[src/rtl/adder_pkg.sv]
// Shared types and limits for the registered adder.
package adder_pkg;

  localparam int DATA_W      = 8;
  localparam int LATENCY_MAX = 4;

  typedef logic [DATA_W-1:0] operand_t;
  typedef logic [DATA_W:0]   result_t;

  // Keep the requested latency inside the supported 1..LATENCY_MAX window.
  function automatic int clamp_latency(input int lat);
    if (lat < 1)           return 1;
    if (lat > LATENCY_MAX) return LATENCY_MAX;
    return lat;
  endfunction

endpackage

[src/rtl/vld_pipe.sv]
// Generic {valid, data} shift register.
// Data registers load only when the upstream stage is valid, so the tail holds
// the last valid word across bubbles. A synchronous clear empties every stage.
module vld_pipe #(
  parameter int DEPTH = 1,
  parameter int WIDTH = 9
) (
  input  logic             clk,
  input  logic             rst,
  input  logic             in_vld,
  input  logic [WIDTH-1:0] in_data,
  output logic             out_vld,
  output logic [WIDTH-1:0] out_data
);

  logic [DEPTH:1]            vld_sr;
  logic [DEPTH:1][WIDTH-1:0] data_sr;

  // Advance valid bits every cycle; move data only behind a valid bit.
  always_ff @(posedge clk) begin
    if (rst) begin
      vld_sr  <= '0;
      data_sr <= '0;
    end else begin
      vld_sr[1] <= in_vld;
      if (in_vld) data_sr[1] <= in_data;
      for (int i = 2; i <= DEPTH; i++) begin
        vld_sr[i] <= vld_sr[i-1];
        if (vld_sr[i-1]) data_sr[i] <= data_sr[i-1];
      end
    end
  end

  assign out_vld  = vld_sr[DEPTH];
  assign out_data = data_sr[DEPTH];

endmodule

[src/rtl/adder_8b.sv]
// Registered unsigned adder with valid qualifier.
// The full-width sum (carry in the MSB) is formed combinationally and carried
// through a valid-gated pipeline of LATENCY stages.
module adder_8b
  import adder_pkg::*;
#(
  parameter int DATA_W  = adder_pkg::DATA_W,
  parameter int LATENCY = 1
) (
  input  logic              clk,
  input  logic              rst_n,        // active-high synchronous reset
  input  logic              data_in_vld,
  input  logic [DATA_W-1:0] data_in0,
  input  logic [DATA_W-1:0] data_in1,
  output logic              data_out_vld,
  output logic [DATA_W:0]   data_out
);

  localparam int DEPTH = clamp_latency(LATENCY);

  logic [DATA_W:0] sum;

  // Zero-extend both operands so the carry-out lands in the result MSB.
  always_comb begin
    sum = {1'b0, data_in0} + {1'b0, data_in1};
  end

  vld_pipe #(
    .DEPTH (DEPTH),
    .WIDTH (DATA_W + 1)
  ) u_pipe (
    .clk      (clk),
    .rst      (rst_n),
    .in_vld   (data_in_vld),
    .in_data  (sum),
    .out_vld  (data_out_vld),
    .out_data (data_out)
  );

endmodule

[config.mk]
export PLATFORM = sky130hd
export DESIGN_NAME = adder_8b
export DESIGN_NICKNAME = d
export VERILOG_FILES = /design/src/rtl/adder_pkg.sv /design/src/rtl/vld_pipe.sv /design/src/rtl/adder_8b.sv
export SDC_FILE = /design/constraint.sdc
export NUM_CORES = 1
export LEC_CHECK = 0
export CAP_MARGIN = 20
export CORE_UTILIZATION = 40
export CTS_CLUSTER_DIAMETER = 150
export CTS_CLUSTER_SIZE = 28
export DETAILED_ROUTE_END_ITERATION = 7
export PLACE_DENSITY = 0.77
export SLEW_MARGIN = 20
export SYNTH_ARGS = -nofsm -noshare
export SYNTH_HDL_FRONTEND = slang
export SYNTH_SLANG_ARGS = --single-unit
[constraint.sdc]
create_clock -name clk -period 2.5 [get_ports clk]
set_input_delay 0.5 -clock clk [delete_from_list [all_inputs] [get_ports clk]]
set_output_delay 0.5 -clock clk [all_outputs]
set_load 0.005 [all_outputs]
# ---- After elaboration in Yosys (flattened, before gate mapping)
# Cells that the tools add are included.
dict set report op_classes {
  addsub 1
}
# operator count
set ops {}
lappend ops {{$add 8x8->9} 1}
dict set report word_totals {
  wordCells 3
  reg_bits 10
  output_inout_bits 10
  in_bits 19
}

# ---- Longest topological paths before layout
dict set report logic_depth {
  depth_word 1
  depth_mapped 6
  mapped_depth_nobuf 6
}

# ---- By module
# A second synthesis with hierarchy kept.
dict set report hier_totals {
  hier_cells 73
  hier_area_um2 670.6
}
# mod cells_each area_each_um2 n_inst seq_area_each_um2
set by_module_without_submodules {}
lappend by_module_without_submodules {vld_pipe 31 346.6 1 200.2}
lappend by_module_without_submodules {adder_8b 42 324.1 1 0.0}

# ---- Least setup slack after synthesis
# No wires, ideal clock.
dict set report synth_timing {
  path_kind {input-to-reg}
  start {input data_in0[0]}
  end {register u_pipe.data_sr, in the netlist u_pipe.out_data[6]}
  setup_ps 130
  path_buffers 0
  stages 6
  arrival_time_ps 1897
  path_slack_ps 472
  t_required_ps 2370
  cell_sequence {ha_1 -> fa_1 -> a211oi_1 -> o21bai_1 -> a211oi_1 -> o22ai_1}
}
dict set report synth_via {
  elab_chain_len 1
}
# item line_no
set synth_lines {}
lappend synth_lines {{from (decl)} adder_8b.sv:13} ;# input logic [DATA_W-1:0] data_in0,
lappend synth_lines {{$add 8x8->9} adder_8b.sv:25} ;# sum = {1'b0, data_in0} + {1'b0, data_in1};
lappend synth_lines {{to (signal, indexed assignment)} vld_pipe.sv:29} ;# if (vld_sr[i-1]) data_sr[i] <= data_sr[i-1];
lappend synth_lines {{to (decl)} vld_pipe.sv:17} ;# logic [DEPTH:1][WIDTH-1:0] data_sr;
# Every way passes these cells.
# A chain may end at the register's enable or synchronous reset.

# ---- Worst setup path in the final report
# Ends and elaborated chain as after synthesis.

==> summary.txt <==
Post-CTS Setup Inserts - 0
Critical Path RT - 2.64 ns
cell depth of the worst setup path - 7
Synth cell types - 30
Rows - 14
Tot Pwr - 0.449 mW
setup ws final - 0.226 ns
critical path, cell by cell - clkdlybuf4s50_1 -> ha_1 -> fa_1 -> a211oi_1 -> o21bai_1 -> a211oi_1 -> o22ai_1
worst-margin pin slew - 0.425 ns
peak supply drop - 0.291 mV
hold wc startpoint - u_pipe.out_data[4]
Worst Hold Class - flop to flop
GPL Wtd Cong - 0.733
Max Slew Vio Count - 0
syn nets - 104
status - finished clean
crit-path max cell delay - 0.42 ns
Worst Setup End Kind - flop
number of global-route vias before repair - 682
GRT Total Usage - 20.7%
Mapped Area - 661 um^2
TritonCTS Sinks - 10
residual DRC count - 0
Syn Inst Count - 76
Routed WL per cell - 12.8 um
iteration-0 DRC count of the detailed router - 7
Resize count post-CTS - 0
Clock power frac - 25.1%
first-pass GRT wire length - 2.88 mm
YS warnings - 0
FILL cells - 135
DR vias - 699
clk_lat worst skew - 0.26 ns
Worst Skew - 0 ns
gr ovfl total - 0
Ports - 29
layout cells sized above 1 - 10.2%
Net Sw Power - 0.129 mW
buffers and inverters on the worst path - 1
Post-CTS Hold Fix Bufs - 0
crit share post-route - 90.9%
hpwl dp - 1.32 mm
# diodes - 0
DIE AREA - 0.00182 mm^2
Multi-input gate area - 438 um^2
core area - 0.00152 mm^2
Syn Area/Cell - 8.69 um^2
Data arrival, critical path - 2.41 ns
Clock transition at path regs - 0.07 ns
combinational share of power - 34.8%
worst-path fanout max - 3
Int Power - 0.320 mW
largest net degree at the start of global routing - 13
initial antenna violation count - 0
Slew HR - 71.6%
Starting Density - 43.3%
post-synth top area share - 30.3%
CTS max path bufs - 2
leakage - 0.398 nW
pre-CTS setup slack - -0.0508 ns
RSZ-0062 raised after global routing - false
Worst R2R Start - u_pipe.out_data[7]
Critical Path Most Common Cell - a211oi_1
top cells by area, synth - dfxtp_1 30%, ha_1 15%, o21ai_0 5.3%
Fin Setup TNS - 0 ns
WL final - 1.59 mm
crit-path leading delay family - compound AO/OA/AOI/OAI gates
hold depth - 2
post-synthesis sequential area ratio - 30.3%
design area - 995 um^2
slack of the worst reg-to-reg path - 1.78 ns
P&R area growth vs syn - 50.6%
CTS tree - done
Peak Freq - 440 MHz
Slowest-stage cell, CP - clkdlybuf4s50_1
Via density - 5.64
H-Tree Depth - 1
Sw Share - 28.8%
Die X - 42.6 um
min Tclk post-route - 2.27 ns
fin nets - 138
Placed Cells - 121
Port Buffers - 28
MaxCap Viol Count - 0
pwr dens - 451 mW/mm^2
r2r worst-path depth - 1
root buf cell - clkbuf_4
endpoints failing setup - 0
nature of the critical path startpoint - input port
worst hold endpoint - u_pipe.out_data[4]
area leader, netlist - dfxtp_1
Layout Cells excl Fill - 124
First-pass DRT Iterations - 4
crit path kind - input port to flop
total CTS buffers - 3
Die H - 42.6 um
DRT antenna net count - 0
sequential share of power - 40.1%
final hold viol count - 0
worst reg2reg endpoint - u_pipe.out_data[7]
Seq cells post-synth - 10
FF/Latch Area - 200 um^2
Cell Area, Placed - 972 um^2
==> flip-flops by register name, summed over array words and instances (netlist names) <==
register	count
u_pipe.out_vld	1
u_pipe.out_data	9
==> synthesized netlist by cell type, drive strengths merged <==
master / instances
nand3: 3
o22ai: 1
a21oi: 7
xnor2: 1
o21a: 2
a21o: 1
ha: 8
inv: 2
clkbuf: 1
a211o: 1
nand2: 6
nor2: 7
o311a: 1
fa: 1
o311ai: 1
o211ai: 1
a311o: 1
a211oi: 4
nor3: 3
nor4: 1
dfxtp: 10
o21ai: 7
clkinv: 1
and3: 1
mux2i: 2
buf: 1
o21bai: 1
==> layout by cell type (no fill, tap or decap) <==
master | synthesis | final
clkbuf_4 | 0 | 3
buf_4 | 1 | 3
nand2_1 | 6 | 6
clkdlybuf4s50_1 | 0 | 28
o21a_1 | 2 | 2
a211o_1 | 1 | 1
o22ai_1 | 1 | 1
mux2i_1 | 2 | 2
clkinv_1 | 1 | 1
a21o_2 | 1 | 1
nor3_1 | 3 | 3
a311o_1 | 1 | 1
dfxtp_1 | 10 | 10
nand3_1 | 2 | 2
a21oi_2 | 1 | 1
o21bai_1 | 1 | 1
a21oi_1 | 6 | 6
inv_1 | 2 | 2
o21ai_0 | 7 | 7
o311ai_0 | 1 | 1
ha_1 | 8 | 8
and3_2 | 1 | 1
xnor2_1 | 1 | 1
a211oi_1 | 3 | 3
nand3_2 | 1 | 1
fa_1 | 1 | 1
nor2_1 | 7 | 7
o211ai_1 | 1 | 1
a211oi_2 | 1 | 1
nor4_1 | 1 | 1
o311a_1 | 1 | 1
==> how the worst max path moves through the flow <==
stage | to | slack [ns] | from
floorplan | u_pipe.out_data[6] | 0.47 | data_in0[0]
CTS | u_pipe.out_data[6] | 0.22 | data_in0[0]
detailed placement | u_pipe.out_data[6] | -0.05 | data_in0[0]
global placement | u_pipe.out_data[6] | 0.03 | data_in0[0]
global route | u_pipe.out_data[6] | 0.07 | data_in0[0]
finish | u_pipe.out_data[6] | 0.23 | data_in0[0]
==> worst min-delay path, delay by kind of cell, from the launching register on <==
kind | cells | cell delay, ns
AND/OR/NAND/NOR | 1 | 0.06
AO/OA/AOI/OAI | 1 | 0.05
flip-flops | 1 | 0.31
==> per-layer routing <==
layer / wire (um) / vias up / global-route usage (%)
met4: 29 / 0 / 12.5
met5: 0 / - / 0
met3: 62 / 4 / 1.72
met2: 783 / 17 / 31.8
li1: - / 354 / -
met1: 715 / 324 / 27.7
==> metrics by stage <==
stage / hold slack, ns / util, %
detailed placement: 0.455 / 63.8
CTS: 0.464 / 65.3
global route: 0.489 / 65.3
floorplan: 0.458 / -
global placement: 0.449 / 63.8
finish: 0.461 / 65.3
==> cell type report <==
class | count | share of cell area (%)
Multi-Input combinational cell | 61 | 44.0
Timing Repair Buffer | 31 | 30.4
Sequential cell | 10 | 20.1
Clock buffer | 3 | 2.26
Tap cell | 16 | 2.01
Inverter | 3 | 1.13
==> logic make-up after synthesis <==
logic type	Yosys count	synth area share [%]
compound gates	28	29.0
simple gates	21	14.8
flops	10	30.3
fa+ha+maj	9	18.2
buf+inv	5	3.41
mux	2	3.03
xor+xnor	1	1.33
==> power groups by stage <==
stage                     combinational, mW  clock [mW]  sequential [mW]
after floorplan                      0.0778           0            0.185
after global placement                0.153           0            0.183
after detailed placement              0.156           0            0.184
after CTS                             0.157       0.115            0.181
after global routing                  0.173       0.122            0.182
final                                 0.156       0.113            0.180
(Power assumes the default switching activity.)
